### config.mk
export PLATFORM = sky130hd
export DESIGN_NAME = fir_job_scheduler
export DESIGN_NICKNAME = d
export VERILOG_FILES = /design/src/rtl/fir_sched_pkg.sv /design/src/rtl/fir_job_fifo.sv /design/src/rtl/fir_job_scheduler.sv
export SDC_FILE = /design/constraint.sdc
export NUM_CORES = 1
export LEC_CHECK = 0
export ABC_AREA = 1
export CORE_MARGIN = 5
export CORE_UTILIZATION = 37
export DETAILED_ROUTE_END_ITERATION = 10
export GPL_TIMING_DRIVEN = 1
export SYNTH_ARGS = -nofsm -noshare
export SYNTH_HDL_FRONTEND = slang
export SYNTH_SLANG_ARGS = --single-unit
### constraint.sdc
create_clock -name clk -period 2.9 [get_ports clk]
set_input_delay 0.58 -clock clk [delete_from_list [all_inputs] [get_ports clk]]
set_output_delay 0.58 -clock clk [all_outputs]
set_load 0.01 [all_outputs]
### src/rtl/fir_sched_pkg.sv
// Shared definitions for the FIR job scheduler: FSM states, completion status
// codes and default descriptor field widths.
package fir_sched_pkg;

  typedef enum logic [1:0] {
    S_IDLE,
    S_LAUNCH,
    S_RUN,
    S_REPORT
  } state_t;

  localparam logic [1:0] ST_OK  = 2'b00;
  localparam logic [1:0] ST_REJ = 2'b01;
  localparam logic [1:0] ST_TO  = 2'b10;

  localparam int JOB_ADDR_W = 10;
  localparam int JOB_ID_W   = 4;
  localparam int WD_W       = 16;

endpackage

### src/rtl/fir_job_fifo.sv
// Synchronous descriptor FIFO; a push while full is taken only when a pop
// frees a slot in the same cycle.
module fir_job_fifo #(
  parameter int DEPTH = 4,
  parameter int WIDTH = 34
) (
  input  logic             clk,
  input  logic             rst,
  input  logic             push,
  input  logic             pop,
  input  logic [WIDTH-1:0] din,
  output logic [WIDTH-1:0] dout,
  output logic             full,
  output logic             empty
);

  localparam int PW = $clog2(DEPTH);
  localparam int CW = $clog2(DEPTH + 1);

  logic [WIDTH-1:0] mem [DEPTH];
  logic [PW-1:0]    wr_ptr, rd_ptr;
  logic [CW-1:0]    count;
  logic             do_push, do_pop;

  assign full    = (count == CW'(DEPTH));
  assign empty   = (count == '0);
  assign do_pop  = pop & ~empty;
  assign do_push = push & (~full | do_pop);
  assign dout    = mem[rd_ptr];

  always_ff @(posedge clk) begin
    if (do_push) mem[wr_ptr] <= din;
  end

  always_ff @(posedge clk or posedge rst) begin
    if (rst) begin
      wr_ptr <= '0;
      rd_ptr <= '0;
      count  <= '0;
    end else begin
      if (do_push) wr_ptr <= wr_ptr + PW'(1);
      if (do_pop)  rd_ptr <= rd_ptr + PW'(1);
      case ({do_push, do_pop})
        2'b10:   count <= count + CW'(1);
        2'b01:   count <= count - CW'(1);
        default: count <= count;
      endcase
    end
  end

endmodule

### src/rtl/fir_job_scheduler.sv
// Queues FIR job descriptors and runs them one at a time on the FIR engine,
// with per-job watchdog supervision and a completion record per job.
module fir_job_scheduler
  import fir_sched_pkg::*;
#(
  parameter int DEPTH         = 4,
  parameter int ID_W          = JOB_ID_W,
  parameter int ADDR_W        = JOB_ADDR_W,
  parameter int TO_BASE       = 32,
  parameter int TO_PER_SAMPLE = 16
) (
  input  logic              clk,
  input  logic              rst,
  input  logic              job_valid,
  output logic              job_ready,
  input  logic [ADDR_W-1:0] job_in_addr,
  input  logic [ADDR_W-1:0] job_out_addr,
  input  logic [ADDR_W-1:0] job_count,
  input  logic [ID_W-1:0]   job_id,
  output logic              fir_start,
  output logic [ADDR_W-1:0] fir_input_addr,
  output logic [ADDR_W-1:0] fir_output_addr,
  output logic [ADDR_W-1:0] fir_sample_count,
  input  logic              fir_done,
  output logic              fir_abort,
  output logic              cmp_valid,
  input  logic              cmp_ready,
  output logic [ID_W-1:0]   cmp_id,
  output logic [1:0]        cmp_status,
  output logic              busy,
  output logic [7:0]        ok_count,
  output logic [7:0]        err_count
);

  localparam int DW = 3 * ADDR_W + ID_W;
  localparam logic [ADDR_W:0] SPAN = {1'b1, {ADDR_W{1'b0}}};

  state_t            state, state_n;
  logic              full, empty, pop;
  logic              done_q, done_rise, job_bad;
  logic [DW-1:0]     head;
  logic [ADDR_W-1:0] head_in, head_out, head_cnt;
  logic [ID_W-1:0]   head_id;
  logic [ADDR_W:0]   end_in, end_out;
  logic [WD_W-1:0]   wd;

  function automatic logic [WD_W-1:0] wd_load(input logic [ADDR_W-1:0] cnt);
    logic [31:0] t;
    t = 32'(TO_BASE) + 32'(cnt) * 32'(TO_PER_SAMPLE);
    if (t[31:WD_W] != '0) return '1;
    return t[WD_W-1:0];
  endfunction

  function automatic logic [7:0] sat_inc(input logic [7:0] v);
    return (v == 8'hFF) ? v : v + 8'd1;
  endfunction

  fir_job_fifo #(.DEPTH(DEPTH), .WIDTH(DW)) u_fifo (
    .clk   (clk),
    .rst   (rst),
    .push  (job_valid & job_ready),
    .pop   (pop),
    .din   ({job_in_addr, job_out_addr, job_count, job_id}),
    .dout  (head),
    .full  (full),
    .empty (empty)
  );

  assign pop       = (state == S_IDLE) & ~empty;
  assign job_ready = ~full | pop;
  assign busy      = (state != S_IDLE) | ~empty;
  assign done_rise = fir_done & ~done_q;

  // Job window checks are done one bit wider so base+count==2^ADDR_W is legal.
  assign {head_in, head_out, head_cnt, head_id} = head;
  assign end_in  = {1'b0, head_in} + {1'b0, head_cnt};
  assign end_out = {1'b0, head_out} + {1'b0, head_cnt};
  assign job_bad = (head_cnt == '0) | (end_in > SPAN) | (end_out > SPAN);

  always_ff @(posedge clk or posedge rst) begin
    if (rst) state <= S_IDLE;
    else     state <= state_n;
  end

  always_comb begin
    state_n   = state;
    fir_start = 1'b0;
    fir_abort = 1'b0;
    cmp_valid = 1'b0;
    case (state)
      S_IDLE:   if (!empty) state_n = job_bad ? S_REPORT : S_LAUNCH;
      S_LAUNCH: begin
        fir_start = 1'b1;
        state_n   = S_RUN;
      end
      S_RUN: begin
        if (done_rise) begin
          state_n = S_REPORT;
        end else if (wd == '0) begin
          fir_abort = 1'b1;
          state_n   = S_REPORT;
        end
      end
      S_REPORT: begin
        cmp_valid = 1'b1;
        if (cmp_ready) state_n = S_IDLE;
      end
      default:  state_n = S_IDLE;
    endcase
  end

  // Config is latched only at a valid pop so it stays put for the whole run.
  always_ff @(posedge clk or posedge rst) begin
    if (rst) begin
      done_q           <= 1'b0;
      wd               <= '0;
      fir_input_addr   <= '0;
      fir_output_addr  <= '0;
      fir_sample_count <= '0;
      cmp_id           <= '0;
      cmp_status       <= ST_OK;
      ok_count         <= '0;
      err_count        <= '0;
    end else begin
      done_q <= fir_done;
      if (pop) begin
        cmp_id <= head_id;
        if (job_bad) begin
          cmp_status <= ST_REJ;
        end else begin
          fir_input_addr   <= head_in;
          fir_output_addr  <= head_out;
          fir_sample_count <= head_cnt;
        end
      end
      if (state == S_LAUNCH) wd <= wd_load(fir_sample_count);
      if (state == S_RUN) begin
        if (done_rise)      cmp_status <= ST_OK;
        else if (wd == '0)  cmp_status <= ST_TO;
        else                wd <= wd - WD_W'(1);
      end
      if (cmp_valid && cmp_ready) begin
        if (cmp_status == ST_OK) ok_count  <= sat_inc(ok_count);
        else                     err_count <= sat_inc(err_count);
      end
    end
  end

endmodule

# [Word level (Yosys, flattened, before mapping)]
# Memory sizes are Yosys's and may differ from the RTL's.
# Cells that the tools add are included.
[totals] elab_cells=94 memories=1 ram_bits=136 output_inout_bits=57 reg_bits=78 in_bits=39
[memory_table] memory="u_fifo.mem" depth=4 width=34 rd=1 rd_clocked_by_memory_dff=0 wr=1 line_no="fir_job_fifo.sv:20" rtl="logic [WIDTH-1:0] mem [DEPTH];"
[op_classes] n_addsub=10 eq_ne=11 n_reduce_logical=13 n_lt_le_gt_ge=2 n_mux=27 bitwise_logic=17
[op_table] operator="two-way mux 16 bit" count=6
[op_table] operator="adder 10 x 10 -> 11 bit" count=2
[op_table] operator="greater-than comparator 11 bit (second input constant)" count=2
[op_table] operator="two-way mux 2 bit" count=10
[op_table] operator="adder 8 x 1 -> 8 bit (second input constant)" count=2
[op_table] operator="equality test 8 bit (second input constant)" count=2
[op_table] operator="logical NOT 16 bit" count=1
[op_table] operator="nonzero test 16 bit (first input constant)" count=1
[op_table] operator="subtractor 16 x 1 -> 16 bit (second input constant)" count=1
[op_table] operator="adder 6 x 14 -> 15 bit (first input constant)" count=1
[op_table] operator="logical NOT 10 bit" count=1
[op_table] operator="two-way mux 1 bit" count=9
[op_table] operator="AND reduction 3 bit" count=3
[op_table] operator="one-hot mux 2 bit (4 select lines)" count=1
[op_table] operator="inverter 1 bit" count=7
[op_table] operator="equality test 2 bit (second input constant)" count=3
[op_table] operator="one-hot mux 3 bit (2 select lines)" count=1
[op_table] operator="bitwise AND 1 bit" count=5
[op_table] operator="bitwise OR 1 bit" count=5
[op_table] operator="adder 2 x 1 -> 2 bit (second input constant)" count=2
[op_table] operator="equality test 2 x 1 -> 1 bit (second input constant)" count=2
[op_table] operator="logical NOT 2 bit" count=2
[op_table] operator="!= test 2 bit (second input constant)" count=2
[op_table] operator="nonzero test 2 bit" count=2
[op_table] operator="7 further kinds" count=7

# [Logic depth before layout (Yosys ltp)]
# Gate-level depths: netlist of run 1.
# An unclocked memory read counts as a cell.
[depth] word_depth=10 ltp_mapped=23 ltp_nobuf=22

# [Hierarchy]
# Synthesis of run 1 repeated with hierarchy kept, for this count alone.
[hier_totals] cells_unflattened=1046 area_unflattened_um2=10380.0
[by_module_without_submodules] mod="fir_job_fifo" n_inst=1 seq_area_each_um2=4259.1 area_each_um2=5585.4 cells_each=427
[by_module_without_submodules] mod="fir_job_scheduler" n_inst=1 seq_area_each_um2=1776.7 area_each_um2=4794.6 cells_each=619

# [Least setup slack after synthesis of run 1]
# Ideal clock, no wire load.
[synth_timing] kind="register -> register" from="register u_fifo.rd_ptr[0]" to="register fir_sample_count[6]" setup_slack_ns=-0.318 n_path_buf=4 period_less_slack_ns=3.218 stages_incl_launch_ff=22 required_ns=2.781 arrival_ns=3.099 setup_ns=0.119 path_cell_list="dfrtp_1 -> inv_2 -> buf_4 -> buf_2 -> buf_1 -> nand2_1 -> a32oi_1 -> ha_1 -> inv_1 -> fa_1 -> nand2_1 -> nor2_1 -> nand3_1 -> nor2_1 -> nand2_1 -> nor2_1 -> nand3_1 -> nand2_1 -> nand4_4 -> buf_6 -> nor2_2 -> a21oi_2"
[synth_between] elab_chain_len=7 elab_cells_between_ends=10 classes_between="add/sub (2); order compare (2); bitwise (3); reduce/logical (2); memory (1)"
[synth_lines] item="start: declaration" line_no="fir_job_fifo.sv:21" rtl="logic [PW-1:0] wr_ptr, rd_ptr;"
[synth_lines] item="start signal: assignment" line_no="fir_job_fifo.sv:42" rtl="if (do_pop) rd_ptr <= rd_ptr + PW'(1);"
[synth_lines] item="memory read (4 x 34 bit)"
[synth_lines] item="named net head[24]" line_no="fir_job_scheduler.sv:41" rtl="logic [DW-1:0] head;"
[synth_lines] item="adder 10 x 10 -> 11 bit" line_no="fir_job_scheduler.sv:76" rtl="assign end_in = {1'b0, head_in} + {1'b0, head_cnt};"
[synth_lines] item="greater-than comparator 11 bit" line_no="fir_job_scheduler.sv:78" rtl="assign job_bad = (head_cnt == '0) | (end_in > SPAN) | (end_out > SPAN);"
[synth_lines] item="bitwise OR 1 bit (2 in a row)" line_no="fir_job_scheduler.sv:78"
[synth_lines] item="inverter 1 bit (no source line)"
[synth_lines] item="AND reduction 2 bit (no source line)"
[synth_lines] item="end signal: assignment" line_no="fir_job_scheduler.sv:133" rtl="fir_sample_count <= head_cnt;"
[synth_lines] item="end: declaration" line_no="fir_job_scheduler.sv:23" rtl="output logic [ADDR_W-1:0] fir_sample_count,"
# The timed path passes the listed nets, and every way through them passes these cells.
# A chain may end at the register's enable or synchronous reset.

# [Worst setup path after layout of run 1]
[layout_timing] from="register u_fifo.rd_ptr[0]" to="register fir_sample_count[6]"
[layout_between] elab_cells_between_ends=10 classes_between="add/sub (2); order compare (2); bitwise (3); reduce/logical (2); memory (1)"
[layout_rtl] item="memory read (4 x 34 bit)"
[layout_rtl] item="named net head[14]" line_no="fir_job_scheduler.sv:41"
[layout_rtl] item="adder 10 x 10 -> 11 bit" line_no="fir_job_scheduler.sv:77" rtl="assign end_out = {1'b0, head_out} + {1'b0, head_cnt};"
[layout_rtl] item="greater-than comparator 11 bit" line_no="fir_job_scheduler.sv:78"
[layout_rtl] item="bitwise OR 1 bit" line_no="fir_job_scheduler.sv:78"
[layout_rtl] item="inverter 1 bit (no source line)"
[layout_rtl] item="AND reduction 2 bit (no source line)"
# The timed path passes the listed nets, and every way through them passes these cells.

==> results of run 1 <==
==> power by group through the flow <==
stage | sequential [uW] | combinational, uW | clock (uW)
CTS | 4690 | 9560 | 2850
detailed placement | 4740 | 9440 | 0
global route | 4810 | 12200 | 2990
global placement | 4730 | 9300 | 0
finish | 4720 | 11000 | 2770
floorplan | 4730 | 5870 | 0
==> final cells by class <==
type / instances / area (um2) / share of cell area [%]
Clock inverter: 3 / 41.3 / 0.300
Timing Repair Buffer: 210 / 2020 / 14.7
Tap cell: 378 / 473 / 3.44
Antenna cell: 1 / 2.50 / 0.0182
Multi-Input combinational cell: 629 / 4010 / 29.2
Sequential cell: 214 / 6040 / 43.9
Inverter: 127 / 485 / 3.53
Clock buffer: 37 / 679 / 4.94
==> per-layer routing <==
layer / track usage [%] / share of wire [%] / up-vias
li1: - / - / 3777
met1: 20.4 / 45 / 3638
met2: 25.0 / 49 / 136
met3: 2.42 / 3.9 / 32
met4: 4.45 / 2.3 / 0
met5: 0 / 0 / -
==> registers in the layout (all words and copies together) (netlist names), 4 cells and up <==
name and flops:
u_fifo.mem 136, wd 16, fir_input_addr 10, fir_output_addr 10, fir_sample_count 10, err_count 8, ok_count 8, cmp_id 4
==> what timing repair did <==
action,CTS,global route
pin swaps,0,26
setup endpoints to repair,34,34
gates cloned,0,3
resized for setup,10,100
setup buffers,0,15
==> worst max-delay path: cells and delay by family (launching register included) <==
family                     cells  cell delay, ns
DFF                            1            0.50
AOI/OAI and AO/OA              3            0.46
and+or+nand+nor                9            0.85
adders and majority gates      2            0.70
buffers and inverters          4            0.55
==> cells in the final DEF (no fill, tap or decap), types with 4 or more instances in the layout <==
| cell type | synthesis | layout |
|---|---|---|
| ha_1 | 34 | 19 |
| dfrtp_1 | 78 | 77 |
| nand2_4 | 0 | 4 |
| nand4_1 | 7 | 7 |
| a21oi_2 | 1 | 7 |
| inv_1 | 122 | 111 |
| xnor2_1 | 9 | 9 |
| ha_4 | 0 | 14 |
| o22ai_1 | 5 | 5 |
| nand3b_1 | 5 | 5 |
| clkbuf_16 | 0 | 27 |
| nor2_2 | 3 | 8 |
| nand2_1 | 232 | 204 |
| nand3_1 | 49 | 43 |
| a32oi_1 | 20 | 13 |
| a32oi_2 | 0 | 5 |
| nor2_1 | 77 | 70 |
| a21oi_1 | 44 | 38 |
| buf_4 | 3 | 95 |
| o21ai_0 | 36 | 29 |
| nand3_2 | 3 | 7 |
| buf_6 | 8 | 7 |
| nor3_1 | 5 | 5 |
| clkbuf_1 | 10 | 10 |
| nand2_2 | 7 | 31 |
| edfxtp_1 | 136 | 136 |
| buf_12 | 0 | 10 |
| o21ai_2 | 29 | 29 |
| a31oi_1 | 10 | 10 |
| inv_2 | 4 | 12 |
| o21ai_1 | 2 | 9 |
| clkdlybuf4s50_1 | 0 | 94 |
| xor2_1 | 26 | 26 |
==> final timing paths <==
kind	startpoint	endpoint	slack, ns	cells past startpoint
min in group clk	fir_output_addr[4]$_DFFE_PP0P_	fir_output_addr[4]$_DFFE_PP0P_	0.48	2
min	rst	err_count[0]$_DFFE_PP0P_	0.48	2
max	u_fifo.rd_ptr[0]$_DFFE_PP0P_	fir_sample_count[6]$_DFFE_PP0P_	-0.25	18
max in group asynchronous	rst	wd[10]$_DFF_PP0_	1.75	3
min reg2reg	fir_output_addr[4]$_DFFE_PP0P_	fir_output_addr[4]$_DFFE_PP0P_	0.48	2
max reg2reg	u_fifo.rd_ptr[0]$_DFFE_PP0P_	fir_sample_count[6]$_DFFE_PP0P_	-0.25	18
==> cell families after synthesis <==
group / after synthesis
and+or+nand+nor: 398
buffers and inverters: 159
xor gates and xnor gates: 35
adders and majority gates: 37
AOI/OAI and AO/OA: 158
DFF: 214
muxes: 1
==> stage by stage <==
step           power [uW]  worst slack (ns)  hold slack [ns]  setup TNS, ns
2_1_floorplan       10600            -0.115            0.468          -3.26
3_3_place_gp        14000            -0.104            0.466          -2.88
3_5_place_dp        14200            -0.198            0.470          -5.97
4_1_cts             17100            -0.167            0.484          -4.70
5_1_grt             20000            -0.447            0.510         -13.86
6_report            18500            -0.252            0.477          -7.39
==> results.toml, run 1 <==
[outcome]
status = "finished with violations"
violations = "setup timing"

[min_path]
hold_class = "in2async"

[clocking]
ctsHoldBuffers = 0
cts_buffer_depth = 3
clk_latency_ns = 0.53
cts-buffers-inserted = 24
clock-root-buffer = "clkbuf_16"
path_clk_slew_ns = 0.06
cts_tree = "built"
cts_sinks = 214
htreeDepth = 1

[placed_design]
placed_area_mm2 = 0.0124
gp_congestion = 0.876
port_buffers = 95
hpwl_mm = 16.5
placed_cells = 1540

[route]
wirelength_mm = 24.3
drcViolationCount = 0
vias_per_cell = 4.74
wl_per_cell_um = 15.2
final_antenna_net_count = 0
drtPass1Iterations = 5
vias = 7583
drt_iter0_markers = 463

[sta]
drv_slew = 0
fin_crit_ns = 3.15
tightest_slew_ns = 0.880
clock_skew_ns = 0.0133
worst_slack_ns = -0.252
period_share_pct = 109
relSlewSlack_pct = 40.6
max_freq_ghz = 0.317
setup_viol = 34
finalHoldViolCount = 0
rsz0062_at_grt = "yes"

[yosys]
yosysWarnings = 0
synth_seq_cells = 214
synth_cell_types = 47
yosys-mux-area-fraction_pct = 0.110
synth_edf_count = 136
syn_inst = 1002
synthArstFlopShare_pct = 36.4
avgSynthCellArea_um2 = 10.2
synth_fa_ha_area_share_pct = 4.73
synthFlopType = "edfxtp_1"
synth_xor_area_share_pct = 2.99
yosys.area.top_type = "edfxtp_1"
synth_seq_area_share_pct = 58.8
syn_nets = 1078
synth_area_mm2 = 0.0103
ys_top_cells_by_count = "nand2_1, edfxtp_1, inv_1"
synth_area_leaders = "edfxtp_1, dfrtp_1, nand2_1"
synth.most_common_cell = "nand2_1"
synthSimpleGateAreaFrac_pct = 16.7
synth_top_family_by_area = "simple AND/OR/NAND/NOR gates"
synth_compound_area_share_pct = 10.1
synth_top_area_share_pct = 39.8

[die]
rows = 61
die_width_um = 177
initial_core_util_pct = 37.2
die_h_um = 177
ioPinCount = 96
die-area_mm2 = 0.0312
core_mm2 = 0.0276

[pwr]
power.density_mw_per_mm2 = 1340
combPwrFrac_pct = 59.4
p_leak_uw = 0.00575
clkPwrFrac_pct = 15.0
ir_drop_uv = 581
internal_power_uw = 10800
pwr-share-seq_pct = 25.5
switching_share_pct = 41.6
switchingPower_uw = 7680

[critical_path]
critical_path_class = "reg2reg"
crit_arrival_ns = 3.60
path_cells = "clkinv_4 -> buf_12 -> nand2_4 -> a32oi_4 -> ha_4 -> inv_2 -> fa_2 -> nand2_2 -> a21oi_2 -> nand3_1 -> nor2_1 -> nand2_1 -> nor2_1 -> nand3_1 -> nand2_2 -> nand4_4 -> clkbuf_16 -> a21oi_2"
required_ns = 3.35
cp_max_fo = 22
endpoint_kind = "flop"
critPathLaunchType = "flop"
critPathSlowestCell = "fa_2"
crit_path_max_incr_delay_ns = 0.53

[global_route]
grt_max_degree = 45
grt_usage_pct = 15.0
gr-total-overflow = 0
grt_pass1_wl_mm = 37.9
first_global_vias = 7343
antenna_found_initial = 1

[finish]
stdcell_count = 1599
final_util_pct = 49.8
nFillCells = 2550
nets = 1282
area_growth_pct = 33.9
drive_gt1_share_pct = 23.5
final_area_mm2 = 0.0138

[flow_run]
maxCapViolCount = 0
Power figures use the tool's default switching activity.
==> inputs of run 2 (changes only) <==
- clock period: 2.9 -> 4 ns (I/O delays scaled with it)
==> results.toml, run 2 (synthesized netlist as in run 1, its figures left out) <==
[flow_run]
maxCapViolCount = 0

[sta]
fin_crit_ns = 3.78
finalHoldViolCount = 0
drv_slew = 0
max_freq_ghz = 0.264
period_share_pct = 94.6
setup_viol = 0
tns_ns = 0
clock_skew_ns = 0.0343
rsz0062_at_grt = "no"
relSlewSlack_pct = 38.1
tightest_slew_ns = 0.917
hold_ws_ns = 0.480

[clocking]
ctsHoldBuffers = 0
cts_tree = "built"
htreeDepth = 1
cts_buffer_depth = 3
path_clk_slew_ns = 0.06
cts_sinks = 214
clock-root-buffer = "clkbuf_16"
cts-buffers-inserted = 24
ctsResizeCount = 0
clk_latency_ns = 0.54
post-cts-setup-buffers = 0

[pwr]
ir_drop_uv = 411
p_leak_uw = 0.00520
power.density_mw_per_mm2 = 910

[critical_path]
critical_path_class = "reg2out"
crit_arrival_ns = 2.98
endpoint_kind = "output pin"
rrSetupSlack_ns = 0.48
cp_max_fo = 4
required_ns = 3.20
critPathLaunchType = "flop"

[die]
die-area_mm2 = 0.0312
die_h_um = 177
die_width_um = 177
ioPinCount = 96
initial_core_util_pct = 37.2
rows = 61
core_mm2 = 0.0276

[route]
drtPass1Iterations = 7
vias_per_cell = 4.71
drt_iter0_markers = 488
drcViolationCount = 0
final_antenna_net_count = 0
wl_per_cell_um = 15.0
vias = 7081
wirelength_mm = 22.5

[finish]
multi_input_area_mm2 = 0.00358
nFillCells = 2599
final_common_cell = "nand2_1"
largest_reg_flops = 136
area_growth_pct = 21.2
biggestRegsByFlops = "u_fifo.mem: 136 flops, wd: 16 flops"
final_cell_mix = "nand2_1, edfxtp_1, inv_1"
regMostFlops = "u_fifo.mem"
seq_area_mm2 = 0.00604
stdcell_count = 1503
antenna_cells = 0
drive_gt1_share_pct = 10.3
nets = 1184

[placed_design]
port_buffers = 95
hpwl_mm = 15.4
gp_congestion = 0.873
placed_cells = 1460

[global_route]
gr-total-overflow = 0
grt_max_degree = 75
first_global_vias = 6960
antenna_found_initial = 0
grt_usage_pct = 14.4
grt_pass1_wl_mm = 36.6

[min_path]
hold_class = "reg2reg"

[outcome]
status = "complete, no violations"
==> run 2: worst max-delay path, stage by stage (launching register included) <==
cell and delay [ns]:
dfrtp_1 0.40, inv_1 0.09, ha_1 0.20, nand2_2 0.10, nor3_2 0.20, nand2_2 0.09, nor2_4 0.13, nand3_2 0.11
nor3_2 0.25, nand3_2 0.14, nor3_4 0.18, clkdlybuf4s50_1 0.57
==> run 2: where the power goes <==
group	switching (uW)	internal (uW)	leakage, uW
sequential	369	3010	0.00220
combinational	3660	2200	0.00264
clock	870	1210	0.000368
==> run 2: through the flow <==
step           util (%)  setup WS [ns]  total power, uW  area (um2)
3_3_place_gp       42.3          0.566             9210       11700
5_1_grt            45.0        0.00509            12400       12400
6_report           45.0          0.216            11300       12400
3_5_place_dp       42.3          0.552             9300       11700
4_1_cts            45.0          0.159            11400       12400
2_1_floorplan         -          0.782             7620       10300
==> run 2: path summary, 6_finish.rpt <==
kind | start | end | cells after the start
min reg2reg | fir_output_addr[7]$_DFFE_PP0P_ | fir_output_addr[7]$_DFFE_PP0P_ | 2
max in group asynchronous | rst | wd[4]$_DFF_PP0_ | 3
min in group asynchronous | rst | fir_output_addr[7]$_DFFE_PP0P_ | 2
max reg2reg | u_fifo.rd_ptr[0]$_DFFE_PP0P_ | fir_sample_count[4]$_DFFE_PP0P_ | 20
min | fir_output_addr[7]$_DFFE_PP0P_ | fir_output_addr[7]$_DFFE_PP0P_ | 2
max | wd[0]$_DFF_PP0_ | fir_abort | 11
==> run 2: layout make-up <==
type | count | area share (%)
Sequential cell | 214 | 48.5
Tap cell | 378 | 3.80
Inverter | 127 | 3.84
Clock inverter | 12 | 0.895
Multi-Input combinational cell | 629 | 28.8
Clock buffer | 31 | 5.20
Timing Repair Buffer | 112 | 8.97
==> run 2: metal layers <==
metal	wire [um]	vias to the layer above	GRT usage, %
met1	10800	3299	20.8
met5	0	-	0
met2	9980	160	22.7
met3	1210	39	2.74
li1	-	3583	-
met4	558	0	3.61
==> inputs of run 3 (changes only) <==
- ABC_AREA: 1 -> unset
==> results.toml, run 3 <==
[global_route]
first_global_vias = 6001
gr-total-overflow = 0
grt_pass1_wl_mm = 33.6
grt_usage_pct = 14.4
grt_max_degree = 35
antenna_found_initial = 0

[outcome]
status = "complete, no violations"

[route]
drt_iter0_markers = 424
wirelength_mm = 21.8
drcViolationCount = 0
drtPass1Iterations = 4
wl_per_cell_um = 18.7
final_antenna_net_count = 0
vias = 5860
vias_per_cell = 5.02

[yosys]
syn_inst = 650
synth_area_leaders = "edfxtp_1, dfrtp_1, mux4_2"
avgSynthCellArea_um2 = 15.0
yosysWarnings = 0
synth.most_common_cell = "edfxtp_1"
yosys.area.top_type = "edfxtp_1"
synthArstFlopShare_pct = 36.4
syn_nets = 726
synthFlopType = "edfxtp_1"
ys_top_cells_by_count = "edfxtp_1, dfrtp_1, nand2_1"
synth_cell_types = 66
synth_seq_cells = 214
synth_top_area_share_pct = 42.0
synth_edf_count = 136
synth_area_mm2 = 0.00973
synth_seq_area_share_pct = 62.0

[placed_design]
gp_congestion = 0.856
placed_area_mm2 = 0.0114
port_buffers = 95
hpwl_mm = 14.8
pre_cts_slack_ns = -0.0440
placed_cells = 1103

[die]
ioPinCount = 96
rows = 59
die-area_mm2 = 0.0296
die_width_um = 172
core_mm2 = 0.0260
initial_core_util_pct = 37.4
die_h_um = 172

[sta]
relSlewSlack_pct = 46.9
finalHoldViolCount = 0
tightest_slew_ns = 0.792
period_share_pct = 98.9
hold_ws_ns = 0.473
drv_slew = 0
setup_viol = 0
max_freq_ghz = 0.253
clock_skew_ns = 0.0129
fin_crit_ns = 3.95
rsz0062_at_grt = "yes"
worst_slack_ns = 0.0451

[pwr]
power.density_mw_per_mm2 = 925
p_leak_uw = 0.00476
p_total_uw = 11600
ir_drop_uv = 490

[clocking]
htreeDepth = 1
clk_latency_ns = 0.51
clock-root-buffer = "clkbuf_16"
cts-buffers-inserted = 24
cts_sinks = 214
path_clk_slew_ns = 0.06
cts_buffer_depth = 3
ctsHoldBuffers = 0
cts_tree = "built"

[finish]
antenna_cells = 0
final_cell_mix = "edfxtp_1, clkdlybuf4s50_1, dfrtp_1"
nets = 890
stdcell_count = 1167
drive_gt1_share_pct = 23.2
final_area_mm2 = 0.0125
largest_reg_flops = 136
final_common_cell = "edfxtp_1"
biggestRegsByFlops = "u_fifo.mem: 136 flops, wd: 16 flops"
area_growth_pct = 29.0
regMostFlops = "u_fifo.mem"

[critical_path]
crit_path_max_incr_delay_ns = 0.56
cp_max_fo = 8
crit_arrival_ns = 4.34
critPathLaunchType = "flop"
path_cells = "buf_12 -> mux4_2 -> ha_1 -> o21ai_0 -> a21oi_4 -> buf_4 -> o311ai_1 -> o21ai_1 -> or4b_4 -> a211oi_4 -> buf_6 -> clkbuf_16 -> mux2_4"
endpoint_kind = "flop"
required_ns = 4.39
critical_path_class = "reg2reg"
critPathSlowestCell = "mux4_2"

[flow_run]
maxCapViolCount = 0

[min_path]
hold_class = "reg2reg"
[run 3: cell types whose count changed after synthesis, sizes merged, moves of 34 or more]
cell,change
o21ai,-41
mux4,+34
nand3,-41
nand2,-193
nor2,-51
inv,-103
[run 3: worst paths after layout]
check / from / end / slack (ns) / cells after the start
min in group asynchronous: rst / cmp_id[1]$_DFFE_PP0P_ / 0.63 / 2
max in group asynchronous: rst / u_fifo.rd_ptr[1]$_DFFE_PP0P_ / 2.61 / 3
setup / recovery: u_fifo.rd_ptr[0]$_DFFE_PP0P_ / fir_sample_count[8]$_DFFE_PP0P_ / 0.05 / 13
hold / removal: cmp_id[2]$_DFFE_PP0P_ / cmp_id[2]$_DFFE_PP0P_ / 0.47 / 2
setup reg to reg: u_fifo.rd_ptr[0]$_DFFE_PP0P_ / fir_sample_count[8]$_DFFE_PP0P_ / 0.05 / 13
hold reg to reg: cmp_id[2]$_DFFE_PP0P_ / cmp_id[2]$_DFFE_PP0P_ / 0.47 / 2
[run 3: metal layers]
metal	global-route usage [%]	up-vias	part of all wire [%]	wire, um
met5	0	-	0	0
met3	2.56	26	4.6	1010
li1	-	2814	-	-
met4	3.25	0	1.8	394
met2	24.9	123	49	10800
met1	19.1	2897	44	9630
[run 3: area by class of cell]
class,count,area [um2]
Clock inverter,7,42.5
Fill cell,2274,13400
Multi-Input combinational cell,396,3700
Sequential cell,214,6040
Clock buffer,37,691
Tap cell,335,419
Inverter,24,91.3
Timing Repair Buffer,154,1560
[run 3: repair_timing]
item | CTS | global route
pin swaps | 4 | 17
endpoints found under the setup margin | 27 | 31
setup buffers | 3 | 13
endpoints found under the hold margin | 0 | 0
gates resized for setup | 5 | 35
gates cloned | 1 | 3
[run 3: critical path: cells and delay by family (launching register included)]
kind	cells	cell delay, ns
and+or+nand+nor	1	0.51
AOI/OAI and AO/OA	5	1.04
adders and majority gates	1	0.37
buffers and inverters	4	0.66
muxes	2	0.85
DFF	1	0.40
[run 3: cell families (layout without fill, tap and decap cells)]
kind of cell / after synthesis / count (layout) / share of synthesized area, %
AOI/OAI and AO/OA: 97 / 97 / 6.76
xor gates and xnor gates: 36 / 36 / 3.24
adders and majority gates: 37 / 37 / 4.99
buffers and inverters: 40 / 222 / 1.86
DFF: 214 / 214 / 62.0
muxes: 67 / 67 / 12.8
and+or+nand+nor: 159 / 159 / 8.28
[run 3: power breakdown]
| part | switching, uW | internal, uW |
|---|---|---|
| Combinational | 2970 | 3180 |
| Clock | 843 | 1190 |
| Sequential | 416 | 3020 |
[run 3: stage by stage]
step,setup TNS [ns],util [%]
floorplan,0,-
global route,-3.09,48.3
CTS,0,47.0
finish,0,48.3
detailed placement,-0.784,43.9
global placement,0,43.9
